**src/rtl/writeback_unit.sv**
```systemverilog
// Register-file write port: merges single-cycle ALU results with buffered LSU results, round-robin, one write per cycle.
// Optional operand forwarding from pending results is enabled with WRITEBACK_FORWARD_EN.
module writeback_unit #(
    parameter int XLEN  = 32,
    parameter int DEPTH = 4
) (
    input  logic                       clk,
    input  logic                       reset,
    input  logic                       alu_valid,
    output logic                       alu_ready,
    input  logic [4:0]                 alu_rd_index,
    input  logic [XLEN-1:0]            alu_result,
    input  logic                       lsu_valid,
    output logic                       lsu_ready,
    input  logic [4:0]                 lsu_rd_index,
    input  logic [XLEN-1:0]            lsu_result,
`ifdef WRITEBACK_FORWARD_EN
    input  logic [4:0]                 fwd_rs1_index,
    input  logic [4:0]                 fwd_rs2_index,
    output logic                       fwd_rs1_hit,
    output logic                       fwd_rs2_hit,
    output logic [XLEN-1:0]            fwd_rs1_data,
    output logic [XLEN-1:0]            fwd_rs2_data,
`endif
    output logic                       rf_write_en,
    output logic [4:0]                 rf_rd_index,
    output logic [XLEN-1:0]            rf_rd,
    output logic [$clog2(DEPTH):0]     lsu_pending
);

    localparam int PW = $clog2(DEPTH);
    localparam int CW = PW + 1;

    typedef enum logic {SRC_ALU = 1'b0, SRC_LSU = 1'b1} src_t;

    // Handshakes: a transfer happens on a rising edge where valid && ready are both high;
    // a source holding valid while ready is low must keep its payload stable.

    logic [4:0]      fifo_idx  [DEPTH];
    logic [XLEN-1:0] fifo_data [DEPTH];
    logic [PW-1:0]   rd_ptr;
    logic [PW-1:0]   wr_ptr;
    logic [CW-1:0]   count;
    src_t            last_grant;

    logic fifo_nonempty;
    logic grant_alu;
    logic grant_lsu;
    logic push;

    assign fifo_nonempty = (count != '0);
    assign lsu_ready     = (count != CW'(DEPTH));
    assign alu_ready     = !(fifo_nonempty && last_grant == SRC_ALU);
    assign grant_alu     = alu_valid && alu_ready;
    assign grant_lsu     = fifo_nonempty && (!alu_valid || last_grant == SRC_ALU);
    // Writes to x0 are acknowledged but never occupy a FIFO slot.
    assign push          = lsu_valid && lsu_ready && (lsu_rd_index != 5'd0);
    assign lsu_pending   = count;

    always_ff @(posedge clk) begin
        if (push) begin
            fifo_idx[wr_ptr]  <= lsu_rd_index;
            fifo_data[wr_ptr] <= lsu_result;
        end
    end

    always_ff @(posedge clk or posedge reset) begin
        if (reset) begin
            rd_ptr      <= '0;
            wr_ptr      <= '0;
            count       <= '0;
            last_grant  <= SRC_LSU;
            rf_write_en <= 1'b0;
            rf_rd_index <= 5'd0;
            rf_rd       <= '0;
        end else begin
            if (push) wr_ptr <= wr_ptr + 1'b1;
            if (grant_lsu) rd_ptr <= rd_ptr + 1'b1;
            case ({push, grant_lsu})
                2'b10:   count <= count + 1'b1;
                2'b01:   count <= count - 1'b1;
                default: count <= count;
            endcase

            if (grant_alu) last_grant <= SRC_ALU;
            else if (grant_lsu) last_grant <= SRC_LSU;

            // Index and data hold their last value when no write is issued.
            if (grant_alu && alu_rd_index != 5'd0) begin
                rf_write_en <= 1'b1;
                rf_rd_index <= alu_rd_index;
                rf_rd       <= alu_result;
            end else if (grant_lsu) begin
                rf_write_en <= 1'b1;
                rf_rd_index <= fifo_idx[rd_ptr];
                rf_rd       <= fifo_data[rd_ptr];
            end else begin
                rf_write_en <= 1'b0;
            end
        end
    end

`ifdef WRITEBACK_FORWARD_EN
    // Walk oldest to youngest so the youngest matching entry overrides older ones and the output register.
    always_comb begin
        logic [PW-1:0] slot;
        fwd_rs1_hit  = rf_write_en && (rf_rd_index == fwd_rs1_index);
        fwd_rs1_data = fwd_rs1_hit ? rf_rd : '0;
        fwd_rs2_hit  = rf_write_en && (rf_rd_index == fwd_rs2_index);
        fwd_rs2_data = fwd_rs2_hit ? rf_rd : '0;
        slot = rd_ptr;
        for (int i = 0; i < DEPTH; i++) begin
            slot = rd_ptr + PW'(i);
            if (CW'(i) < count && fifo_idx[slot] == fwd_rs1_index) begin
                fwd_rs1_hit  = 1'b1;
                fwd_rs1_data = fifo_data[slot];
            end
            if (CW'(i) < count && fifo_idx[slot] == fwd_rs2_index) begin
                fwd_rs2_hit  = 1'b1;
                fwd_rs2_data = fifo_data[slot];
            end
        end
        if (fwd_rs1_index == 5'd0) begin
            fwd_rs1_hit  = 1'b0;
            fwd_rs1_data = '0;
        end
        if (fwd_rs2_index == 5'd0) begin
            fwd_rs2_hit  = 1'b0;
            fwd_rs2_data = '0;
        end
    end
`endif

endmodule
```
**config.mk**
```make
export PLATFORM = sky130hd
export DESIGN_NAME = writeback_unit
export DESIGN_NICKNAME = d
export VERILOG_FILES = /design/src/rtl/writeback_unit.sv
export SDC_FILE = /design/constraint.sdc
export NUM_CORES = 1
export LEC_CHECK = 0
export ABC_AREA = 1
export CORE_MARGIN = 1
export CORE_UTILIZATION = 25
export CTS_CLUSTER_DIAMETER = 200
export DETAILED_ROUTE_END_ITERATION = 12
export PLACE_DENSITY = 0.43
export SETUP_SLACK_MARGIN = 0.2
export SLEW_MARGIN = 20
export SYNTH_ARGS = -nofsm -noshare
export SYNTH_HDL_FRONTEND = slang
export SYNTH_SLANG_ARGS = --single-unit
```
**constraint.sdc**
```tcl
create_clock -name clk -period 2.9 [get_ports clk]
set_input_delay 0.58 -clock clk [delete_from_list [all_inputs] [get_ports clk]]
set_output_delay 0.58 -clock clk [all_outputs]
set_load 0.01 [all_outputs]
```
==> summary.md, run 1 <==
| Metric | Value |
|---|---|
| Final Skew | `12.9 ps` |
| Fmax | `422 MHz` |
| Via-to-Cell Ratio | `4.30` |
| Initial antenna violation count | `2` |
| Critical Path End | `alu_ready` |
| Die width | `183 um` |
| Bufs and invs on worst path | `2` |
| Sw frac | `0.384` |
| Worst Tran Pin Value | `883 ps` |
| Post-synth top area share | `0.541` |
| Yosys warns | `0` |
| Multi-input gate area | `0.00221 mm^2` |
| Hold Path Class | `reg -> reg` |
| Outcome | `finished, final reports clean` |
| Post-route clock period utilization | `0.817` |
| Gr usage total | `0.139` |
| Iteration-0 DRC Markers | `277` |
| Main synth FF type | `edfxtp_1` |
| Crit path DAT | `1790 ps` |
| Syn_area_per_cell | `11.0 um^2` |
| Worst-Skew Late Latency | `430 ps` |
| Most frequent cells after synthesis | `nand2_1 (178), nand3_1 (150), edfxtp_1 (148)` |
| Internal cell power | `6.50 mW` |
| Seq pwr share | `0.386` |
| Synth Instances | `749` |
| Top-count cell post-synth | `nand2_1` |
| Stages on worst setup path | `4` |
| Crit. End Element | `primary output` |
| Global-route wire length before repair | `34700 um` |
| Initial cell density of the core | `0.257` |
| Die Area | `0.0336 mm^2` |
| HPWL after DPL | `14400 um` |
| GR Overflow Total | `0` |
| Worst Path Class, Setup | `reg -> out` |
| Die height | `183 um` |
| Layout cells sized above 1 | `0.0889` |
| Fin. max-slew vios | `0` |
| Antenna cells | `0` |
| M3 GR Usage | `0.0258` |
| Syn Nets | `833` |
| Distinct cells, synth | `26` |
| Largest net degree at the start of global routing | `76` |
| Vias in the first global route | `5634` |
| Leading area contributor after synthesis | `edfxtp_1` |
| Slew Limit Headroom | `0.411` |
| CTS H-tree lvls | `4` |
| Worst reg2reg path endpoint | `rf_rd[11]$_DFFE_PP0P_` |
| Hold path start | `rf_rd[17]$_DFFE_PP0P_` |
| Post-CTS Setup Repair Bufs | `0` |
| CP delay by family, top | `buffers and inverters` |
| Critical Path Slowest Stage Cell | `clkdlybuf4s50_1` |
| CTS clk-pin slew, worst paths | `70 ps` |
| Remaining DRCs | `0` |
| Reg-to-reg startpoint | `lsu_pending[2]$_DFFE_PP0P_` |
| # resized after CTS | `0` |
| Synth area leaders | `edfxtp_1 (54%), dfrtp_1 (14%), nand3_1 (9.1%)` |
| GRT busiest layer | `met2` |
| PortBufs | `120` |
| Wirelength per Cell | `17.3 um` |
| TritonCTS clock tree | `built` |
| Total negative slack | `0 ps` |
| Nets | `948` |
| Total core area | `0.0320 mm^2` |
| Minimum clock period | `2370 ps` |
| Part of the power in the clock network | `0.225` |
| Global placement routability congestion | `0.708` |
| CTS Root Cell | `clkbuf_16` |
| Final number of setup-violating endpoints | `0` |
| Placement Rows | `65` |
| Critical Path Source | `lsu_pending[2]$_DFFE_PP0P_` |
| Register area | `0.00560 mm^2` |
| Peak VDD IR | `0.000443 V` |
| Post-synth EDFFs | `148` |
| Net switching power | `4.05 mW` |
| I/O Pins | `121` |
| Final Hold Vio Count | `0` |
| RSZ-0062 raised after global routing | `false` |
| Reg2reg setup slack | `820 ps` |
| Worst Path Required | `2320 ps` |
| Clock Path Buffers | `2` |
| Logic pwr share | `0.389` |
| Via count | `5642` |
| CP max stage delay | `610 ps` |
| Yosys reg bits | `194` |
| Met2 Use GR | `0.225` |
| Fin util | `0.331` |
| Total Wirelength | `22700 um` |
| TritonCTS buffer count | `17` |
| Met1 usage | `0.192` |
| Sequential fraction of the synthesis area | `0.682` |
| Power Total | `10.5 mW` |
| Pre-antenna DRT Iters | `5` |
| R2R depth | `7` |
| Worst-path cell chain | `inv_1, nand3_2, nand2_2, clkdlybuf4s50_1` |
| Mapped Area | `0.00821 mm^2` |
| Area grow syn2layout | `28.8%` |
| # hold bufs at CTS | `0` |
| Leakage | `4.08 nW` |
| Post-route antenna net violation count | `0` |
| Pwr dens | `997 mW/mm^2` |
| CP max FO | `3` |
| Final instance area | `0.0106 mm^2` |
| Fill count | `3229` |
| CP Launch Type | `register` |
| DP Area | `0.00996 mm^2` |
| Share of flip-flops with an asynchronous set or reset | `0.237` |
| Clock Sinks | `194` |
| Max_cap viols | `0` |
## layout make-up
cell class	count	share of cell area
sequential	194	0.529
multi-input combinational	469	0.209
timing repair buffer	143	0.138
tap	435	0.0515
clock buffer	17	0.0402
clock inverter	15	0.0181
inverter	39	0.0138
## worst reg2reg max path, stage by stage, from the launching register on
cell and delay (ps):
dfrtp_1 410, inv_1 110, nand3_2 110, nand2_2 80
buf_4 460, nand2_2 500, nand3_1 240, nand2_1 70
## power by group through the flow
| stage | sequential, mW | combinational [mW] | clock [mW] |
|---|---|---|---|
| finish | 4.07 | 4.11 | 2.37 |
| global route | 4.14 | 4.60 | 2.54 |
| CTS | 4.08 | 4.20 | 2.44 |
| detailed placement | 4.14 | 4.19 | 0 |
| global placement | 4.13 | 4.18 | 0 |
| floorplan | 4.22 | 2.27 | 0 |
## cells in the final DEF, fill, tap and decap left out, types with 3 or more instances in the layout
| cell type | instances |
|---|---|
| buf_4 | 16 |
| clkinv_8 | 7 |
| nand4_1 | 23 |
| ha_1 | 5 |
| edfxtp_1 | 148 |
| nor2_1 | 60 |
| nor2_4 | 4 |
| nand2_1 | 178 |
| o21ai_1 | 15 |
| clkbuf_16 | 17 |
| dfrtp_1 | 43 |
| xor2_1 | 3 |
| inv_2 | 6 |
| nand3_1 | 150 |
| nand2_2 | 4 |
| o21ai_0 | 16 |
| inv_1 | 33 |
| nor2_2 | 3 |
| clkdlybuf4s50_1 | 120 |
| buf_12 | 7 |
## worst min-delay path by stage
stage	endpoint	cells after the start	slack, ps
after floorplan	last_grant$_DFFE_PP1P_	2	500
after global placement	rf_rd[29]$_DFFE_PP0P_	2	500
after detailed placement	rf_rd[29]$_DFFE_PP0P_	2	500
after CTS	rf_rd[29]$_DFFE_PP0P_	2	520
after global routing	rf_rd[0]$_DFFE_PP0P_	2	550
final	rf_rd[17]$_DFFE_PP0P_	2	510
## cell families (layout without fill, tap and decap cells)
logic type,Yosys count,count (layout),synth area share
AO/OA/AOI/OAI,33,33,0.0201
flip-flops,194,194,0.682
AND/OR/NAND/NOR,426,426,0.231
adder cells (fa/ha/maj),6,6,0.0101
buffers and inverters,86,214,0.0529
XOR/XNOR,4,4,0.00427
## flip-flops by register name (all words and copies together) (netlist names), 2 cells and up
signal and cells:
rd_ptr 2, lsu_pending 3, rf_rd 32, fifo_idx 20
rf_rd_index 5, fifo_data 128, wr_ptr 2
## per-layer routing
layer / vias up / wire (um)
li1: 2813 / -
met1: 2731 / 10900
met2: 86 / 10800
met3: 10 / 796
met4: 2 / 150
met5: - / 13
## stage by stage
| stage | hold WS (ps) | setup WS (ps) | std cells |
|---|---|---|---|
| after floorplan | 502 | -16.6 | 749 |
| after global placement | 499 | 212 | 1280 |
| after detailed placement | 501 | 206 | 1280 |
| after CTS | 519 | 490 | 1312 |
| after global routing | 548 | 441 | 1312 |
| final | 514 | 530 | 1312 |
(Power assumes the default switching activity.)
==> run 2, diff against run 1 <==
--- a/config.mk
+++ b/config.mk
@@ -10,7 +10,7 @@
 export CORE_UTILIZATION = 25
 export CTS_CLUSTER_DIAMETER = 200
 export DETAILED_ROUTE_END_ITERATION = 12
-export PLACE_DENSITY = 0.43
+export PLACE_DENSITY = 0.42
 export SETUP_SLACK_MARGIN = 0.2
 export SLEW_MARGIN = 20
 export SYNTH_ARGS = -nofsm -noshare
==> constraint.sdc (replaced) <==
create_clock -name clk -period 2.3 [get_ports clk]
set_input_delay 0.46 -clock clk [delete_from_list [all_inputs] [get_ports clk]]
set_output_delay 0.46 -clock clk [all_outputs]
set_load 0.01 [all_outputs]
==> run 2 against run 1 <==
  * Via count increased by 2.7%
  * Sequential share of layout area decreased by 1.2 points
  * First-iteration DRC count increased by 25%
  * Combinational power increased by 30%
  * Global-route usage increased by 0.20 points
  * Worst setup slack got worse by 250 ps
  * Critical path type is now in -> reg
  * Sequential power increased by 26%
==> summary.md, run 2 (synthesized netlist as in run 1, its figures left out) <==
| Metric | Value |
|---|---|
| I/O Pins | `121` |
| Critical Path Slowest Stage Cell | `clkdlybuf4s50_1` |
| Global-route wire length before repair | `35100 um` |
| Gr usage total | `0.141` |
| Vias in the first global route | `5813` |
| Fin. max-slew vios | `0` |
| Post-CTS Setup Repair Bufs | `0` |
| Reg2reg setup slack | `360 ps` |
| Crit. End Element | `register` |
| Pwr dens | `1250 mW/mm^2` |
| Fill count | `3242` |
| Worst Tran Pin Value | `572 ps` |
| Nets | `967` |
| Most frequent cells in the layout | `nand2_1 (178), nand3_1 (149), edfxtp_1 (148)` |
| M3 GR Usage | `0.0193` |
| Most common cell after layout, fill and taps aside | `nand2_1` |
| Bufs and invs on worst path | `2` |
| Antenna cells | `0` |
| Pre-antenna DRT Iters | `4` |
| Via-to-Cell Ratio | `4.36` |
| GRT busiest layer | `met2` |
| Area grow syn2layout | `31.9%` |
| Worst-path cell chain | `clkdlybuf4s50_1, nor2_1, nand2_1, nand3_2, ha_1, inv_1, fa_1, a21oi_1, o21ai_0, xor2_1` |
| Worst reg2reg path endpoint | `lsu_pending[2]$_DFFE_PP0P_` |
| GR Overflow Total | `0` |
| Outcome | `finished, final reports clean` |
| Crit path DAT | `2330 ps` |
| Slew Limit Headroom | `0.619` |
| Via count | `5797` |
| Final Skew | `11.4 ps` |
| Clock Sinks | `194` |
| RSZ-0062 raised after global routing | `false` |
| Worst Path Class, Setup | `in -> reg` |
| Post-route antenna net violation count | `0` |
| Die width | `183 um` |
| Total Wirelength | `22700 um` |
| Die height | `183 um` |
| CTS clk-pin slew, worst paths | `80 ps` |
| CP max stage delay | `470 ps` |
| Fin util | `0.339` |
| CTS H-tree lvls | `4` |
| Initial antenna violation count | `0` |
| Total negative slack | `0 ps` |
| Hold slack | `321 ps` |
| Met1 usage | `0.190` |
| Multi-input gate area | `0.00221 mm^2` |
| Placement Rows | `65` |
| Die Area | `0.0336 mm^2` |
| Largest register FFs | `128` |
| CP max FO | `5` |
| Iteration-0 DRC Markers | `346` |
| PortBufs | `120` |
| Final Hold Vio Count | `0` |
| Post-route clock period utilization | `0.878` |
| R2R depth | `9` |
| Hold Path Class | `in -> reg` |
| Worst Path Required | `2610 ps` |
| Most flops, register | `fifo_data` |
| Fmax | `495 MHz` |
| Hold Path Stages | `1` |
| CTS Root Cell | `clkbuf_16` |
| HPWL after DPL | `15200 um` |
| Clock Path Buffers | `2` |
| Global placement routability congestion | `0.701` |
| TritonCTS buffer count | `17` |
| Leakage | `4.22 nW` |
| Top flop regs | `fifo_data (128), rf_rd (32), fifo_idx (20)` |
| TritonCTS clock tree | `built` |
| Max_cap viols | `0` |
| CP Launch Type | `primary input` |
| Largest net degree at the start of global routing | `76` |
| Met2 Use GR | `0.234` |
| Wirelength per Cell | `17.1 um` |
| Remaining DRCs | `0` |
| CP delay by family, top | `buffers and inverters` |
| Final number of setup-violating endpoints | `0` |
| Initial cell density of the core | `0.257` |
| Layout cells sized above 1 | `0.109` |
| Peak VDD IR | `0.000761 V` |
| Register area | `0.00560 mm^2` |
| Hold path start | `lsu_rd_index[2]` |
| Worst-Skew Late Latency | `440 ps` |
| Hold EP | `fifo_idx[1][2]$_DFFE_PP_` |
| Reg-to-reg startpoint | `lsu_pending[1]$_DFFE_PP0P_` |
| Minimum clock period | `2020 ps` |
| Total core area | `0.0320 mm^2` |
## run 2: cell types whose count changed in the layout (fill, tap and decap cells not counted)
cell | before | now
nand3_2 | 1 | 2
clkdlybuf4s50_1 | 120 | 116
buf_4 | 16 | 26
clkinv_8 | 7 | 5
nand3_1 | 150 | 149
inv_8 | 2 | 3
dlygate4sd2_1 | 0 | 3
clkinv_2 | 1 | 0
dlymetal6s2s_1 | 0 | 1
clkinvlp_4 | 1 | 0
buf_12 | 7 | 16
inv_6 | 2 | 5
## run 2: through the flow
stage          power (mW)  worst slack, ps  instances  cell area (um^2)
2_1_floorplan        8.19            -68.1        749              8220
3_3_place_gp         10.7             -304       1299             10200
3_5_place_dp         10.7             -274       1299             10200
4_1_cts              13.8              220       1331             10800
5_1_grt              14.5              202       1331             10800
6_report             13.5              281       1331             10800
## run 2: power by group
part           total [mW]  switching (mW)  internal (mW)
logic                5.35            3.19           2.16
registers            5.13           0.375           4.75
clock network        3.02            1.53           1.49
total                13.5            5.09           8.40
## run 2: final cells by class
type                    instances  area share
clock buffers                  17      0.0393
clock inverters                15      0.0170
inverters                      39      0.0135
multi-input cells             469       0.205
flip-flops and latches        194       0.517
well taps                     435      0.0503
repair buffers                162       0.158
## run 2: worst max-delay path by stage
stage	from	to	slack (ps)	depth (start not counted)
after floorplan	lsu_pending[0]$_DFFE_PP0P_	fifo_data[0][0]$_DFFE_PP_	-70	4
final	lsu_rd_index[1]	lsu_pending[2]$_DFFE_PP0P_	280	10
after global routing	lsu_rd_index[1]	lsu_pending[2]$_DFFE_PP0P_	200	10
after detailed placement	lsu_rd_index[3]	lsu_pending[2]$_DFFE_PP0P_	-270	10
after global placement	lsu_rd_index[3]	lsu_pending[2]$_DFFE_PP0P_	-300	10
after CTS	lsu_rd_index[2]	lsu_pending[2]$_DFFE_PP0P_	220	10
## run 2: metal layers
metal	vias up	share of wire
li1	2844	-
met1	2811	0.47
met2	123	0.48
met3	19	0.031
met4	0	0.012
met5	-	0
## run 2: timing repair
action | 4_1_cts | 5_1_grt
hold buffers | 0 | 0
pin swaps | 1 | 1
resized for setup | 3 | 2
cloned | 0 | 0
setup endpoints to repair | 3 | 1
==> run 3, diff against run 2 <==
--- a/config.mk
+++ b/config.mk
@@ -7,12 +7,11 @@
 export LEC_CHECK = 0
 export ABC_AREA = 1
 export CORE_MARGIN = 1
-export CORE_UTILIZATION = 25
+export CORE_UTILIZATION = 40
 export CTS_CLUSTER_DIAMETER = 200
 export DETAILED_ROUTE_END_ITERATION = 12
-export PLACE_DENSITY = 0.42
+export PLACE_DENSITY = 0.61
 export SETUP_SLACK_MARGIN = 0.2
-export SLEW_MARGIN = 20
 export SYNTH_ARGS = -nofsm -noshare
 export SYNTH_HDL_FRONTEND = slang
 export SYNTH_SLANG_ARGS = --single-unit
==> run 3 against run 2 <==
  * First-iteration DRC count increased by 21%
  * Worst setup slack gained 44 ps
  * Core utilization up 18 points
  * Clock skew shrank 3.3 ps
  * Via count down 1.2%
  * Cell area down 2.9%
  * Routed wire length down 12%
  * Critical path type is now reg -> reg
  * Critical endpoint unchanged
==> summary.md, run 3 (synthesized netlist as in run 1, its figures left out) <==
| Metric | Value |
|---|---|
| Outcome | `finished, final reports clean` |
| Sw frac | `0.369` |
| Post-route antenna net violation count | `0` |
| Pre-antenna DRT Iters | `5` |
| Pwr dens | `1250 mW/mm^2` |
| Post-route non-filler standard cell count | `1159` |
| Fin util | `0.521` |
| Clock Sinks | `194` |
| Worst Tran Pin Value | `529 ps` |
| Global-route wire length before repair | `31400 um` |
| RSZ-0062 raised after global routing | `false` |
| HPWL after DPL | `12500 um` |
| CP Launch Type | `register` |
| I/O Pins | `121` |
| Clock Path Buffers | `2` |
| Most frequent cells in the layout | `nand2_1 (178), nand3_1 (149), edfxtp_1 (148)` |
| DP Area | `0.00992 mm^2` |
| Critical Path Slowest Stage Cell | `dfrtp_1` |
| Part of the power in the clock network | `0.216` |
| Bufs and invs on worst path | `2` |
| # hold bufs at CTS | `0` |
| Seq pwr share | `0.390` |
| Final Hold Vio Count | `0` |
| Worst-path cell chain | `inv_2, nand3_1, nand3_2, ha_1, inv_1, fa_1, a21oi_1, o21ai_0, xor2_1` |
| Vias in the first global route | `5600` |
| Worst Path Class, Setup | `reg -> reg` |
| CP delay by family, top | `adder cells` |
| Fill count | `1801` |
| Fin. max-slew vios | `0` |
| Hold Path Class | `in -> reg` |
| Dpl cells | `1126` |
| Max_cap viols | `0` |
| Top flop regs | `fifo_data (128), rf_rd (32), fifo_idx (20)` |
| CTS H-tree lvls | `4` |
| Final number of setup-violating endpoints | `0` |
| Area grow syn2layout | `28.0%` |
| Power Total | `13.1 mW` |
| Largest register FFs | `128` |
| Peak VDD IR | `0.000754 V` |
| Internal cell power | `8.28 mW` |
| Final Skew | `8.05 ps` |
| PortBufs | `120` |
| CP max FO | `3` |
| Crit path DAT | `2280 ps` |
| CTS Root Cell | `clkbuf_16` |
| TritonCTS buffer count | `17` |
| Wirelength per Cell | `17.2 um` |
| Total Wirelength | `19900 um` |
| Largest net degree at the start of global routing | `76` |
| Iteration-0 DRC Markers | `418` |
| Die Area | `0.0211 mm^2` |
| Multi-input gate area | `0.00222 mm^2` |
| Remaining DRCs | `0` |
| TritonCTS clock tree | `built` |
| Minimum clock period | `1970 ps` |
| Initial cell density of the core | `0.407` |
| Nets | `960` |
| Via-to-Cell Ratio | `4.94` |
| Crit. End Element | `register` |
| Global placement routability congestion | `0.744` |
| Slew Limit Headroom | `0.648` |
| Net switching power | `4.85 mW` |
| Worst Path Required | `2610 ps` |
| Logic pwr share | `0.394` |
| Initial antenna violation count | `0` |
| Antenna cells | `0` |
| CTS clk-pin slew, worst paths | `70 ps` |
| Register area | `0.00560 mm^2` |
| Post-route clock period utilization | `0.858` |
| Layout cells sized above 1 | `0.103` |
| Most common cell after layout, fill and taps aside | `nand2_1` |
| CP max stage delay | `420 ps` |
| Fmax | `506 MHz` |
| Final instance area | `0.0105 mm^2` |
| Total core area | `0.0202 mm^2` |
| Leakage | `4.17 nW` |
| Placement Rows | `52` |
| Most flops, register | `fifo_data` |
| Die height | `145 um` |
| GR Overflow Total | `0` |
| Via count | `5726` |
| Gr usage total | `0.196` |
| Worst-Skew Late Latency | `440 ps` |
| Die width | `145 um` |
## run 3: cell count changes in the layout (fill, tap and decap cells not counted), sizes merged
cell and change:
clkinv -1, buf -7, clkdlybuf4s50 -1, clkinvlp +1, dlymetal6s2s +1
## run 3: area by class of cell
class / count / share of cell area
Multi-Input combinational cell: 469 / 0.211
Timing Repair Buffer: 155 / 0.156
Sequential cell: 194 / 0.533
Clock inverter: 15 / 0.0136
Tap cell: 270 / 0.0321
Inverter: 39 / 0.0139
Clock buffer: 17 / 0.0405
## run 3: routing by layer
metal | track usage | wire [um] | up-vias
met4 | 0.0595 | 221 | 0
met1 | 0.265 | 9120 | 2763
met5 | 0 | 0 | -
met2 | 0.326 | 9880 | 122
met3 | 0.0314 | 693 | 15
li1 | - | - | 2826
## run 3: worst paths after layout
path                                                 start  depth (start not counted)  slack (ps)                          to
worst max-delay path            lsu_pending[1]$_DFFE_PP0P_                          9         330  lsu_pending[2]$_DFFE_PP0P_
worst min-delay path                       lsu_rd_index[2]                          1         340    fifo_idx[0][2]$_DFFE_PP_
worst max register to register  lsu_pending[1]$_DFFE_PP0P_                          9         330  lsu_pending[2]$_DFFE_PP0P_
worst min register to register       rf_rd[16]$_DFFE_PP0P_                          2         510       rf_rd[16]$_DFFE_PP0P_
max in group asynchronous                            reset                          3        1340      last_grant$_DFFE_PP1P_
min in group asynchronous                            reset                          2         360       rf_rd[20]$_DFFE_PP0P_
## run 3: stage by stage
stage	worst slack, ps	hold WS (ps)	TNS, ps
floorplan	-68.1	502	-10080
global placement	-231	494	-231
detailed placement	-265	501	-265
CTS	256	364	0
global route	213	364	0
finish	326	343	0
## run 3: repair_timing
action | in CTS | in global routing
buffers inserted | 1 | 0
gates resized for setup | 3 | 4
setup endpoints to repair | 3 | 1
## run 3: worst reg2reg max path, cell delays in order, from the launching register on
cell and delay (ps):
dfrtp_1 420, inv_2 110, nand3_1 180, nand3_2 140, ha_1 140, inv_1 60
fa_1 380, a21oi_1 160, o21ai_0 120, xor2_1 150
## run 3: power groups by stage
stage / sequential [mW] / combinational (mW) / clock (mW)
floorplan: 5.30 / 2.89 / 0
global placement: 5.18 / 5.16 / 0
detailed placement: 5.20 / 5.20 / 0
CTS: 5.12 / 5.23 / 2.88
global route: 5.20 / 5.73 / 3.01
finish: 5.12 / 5.18 / 2.83
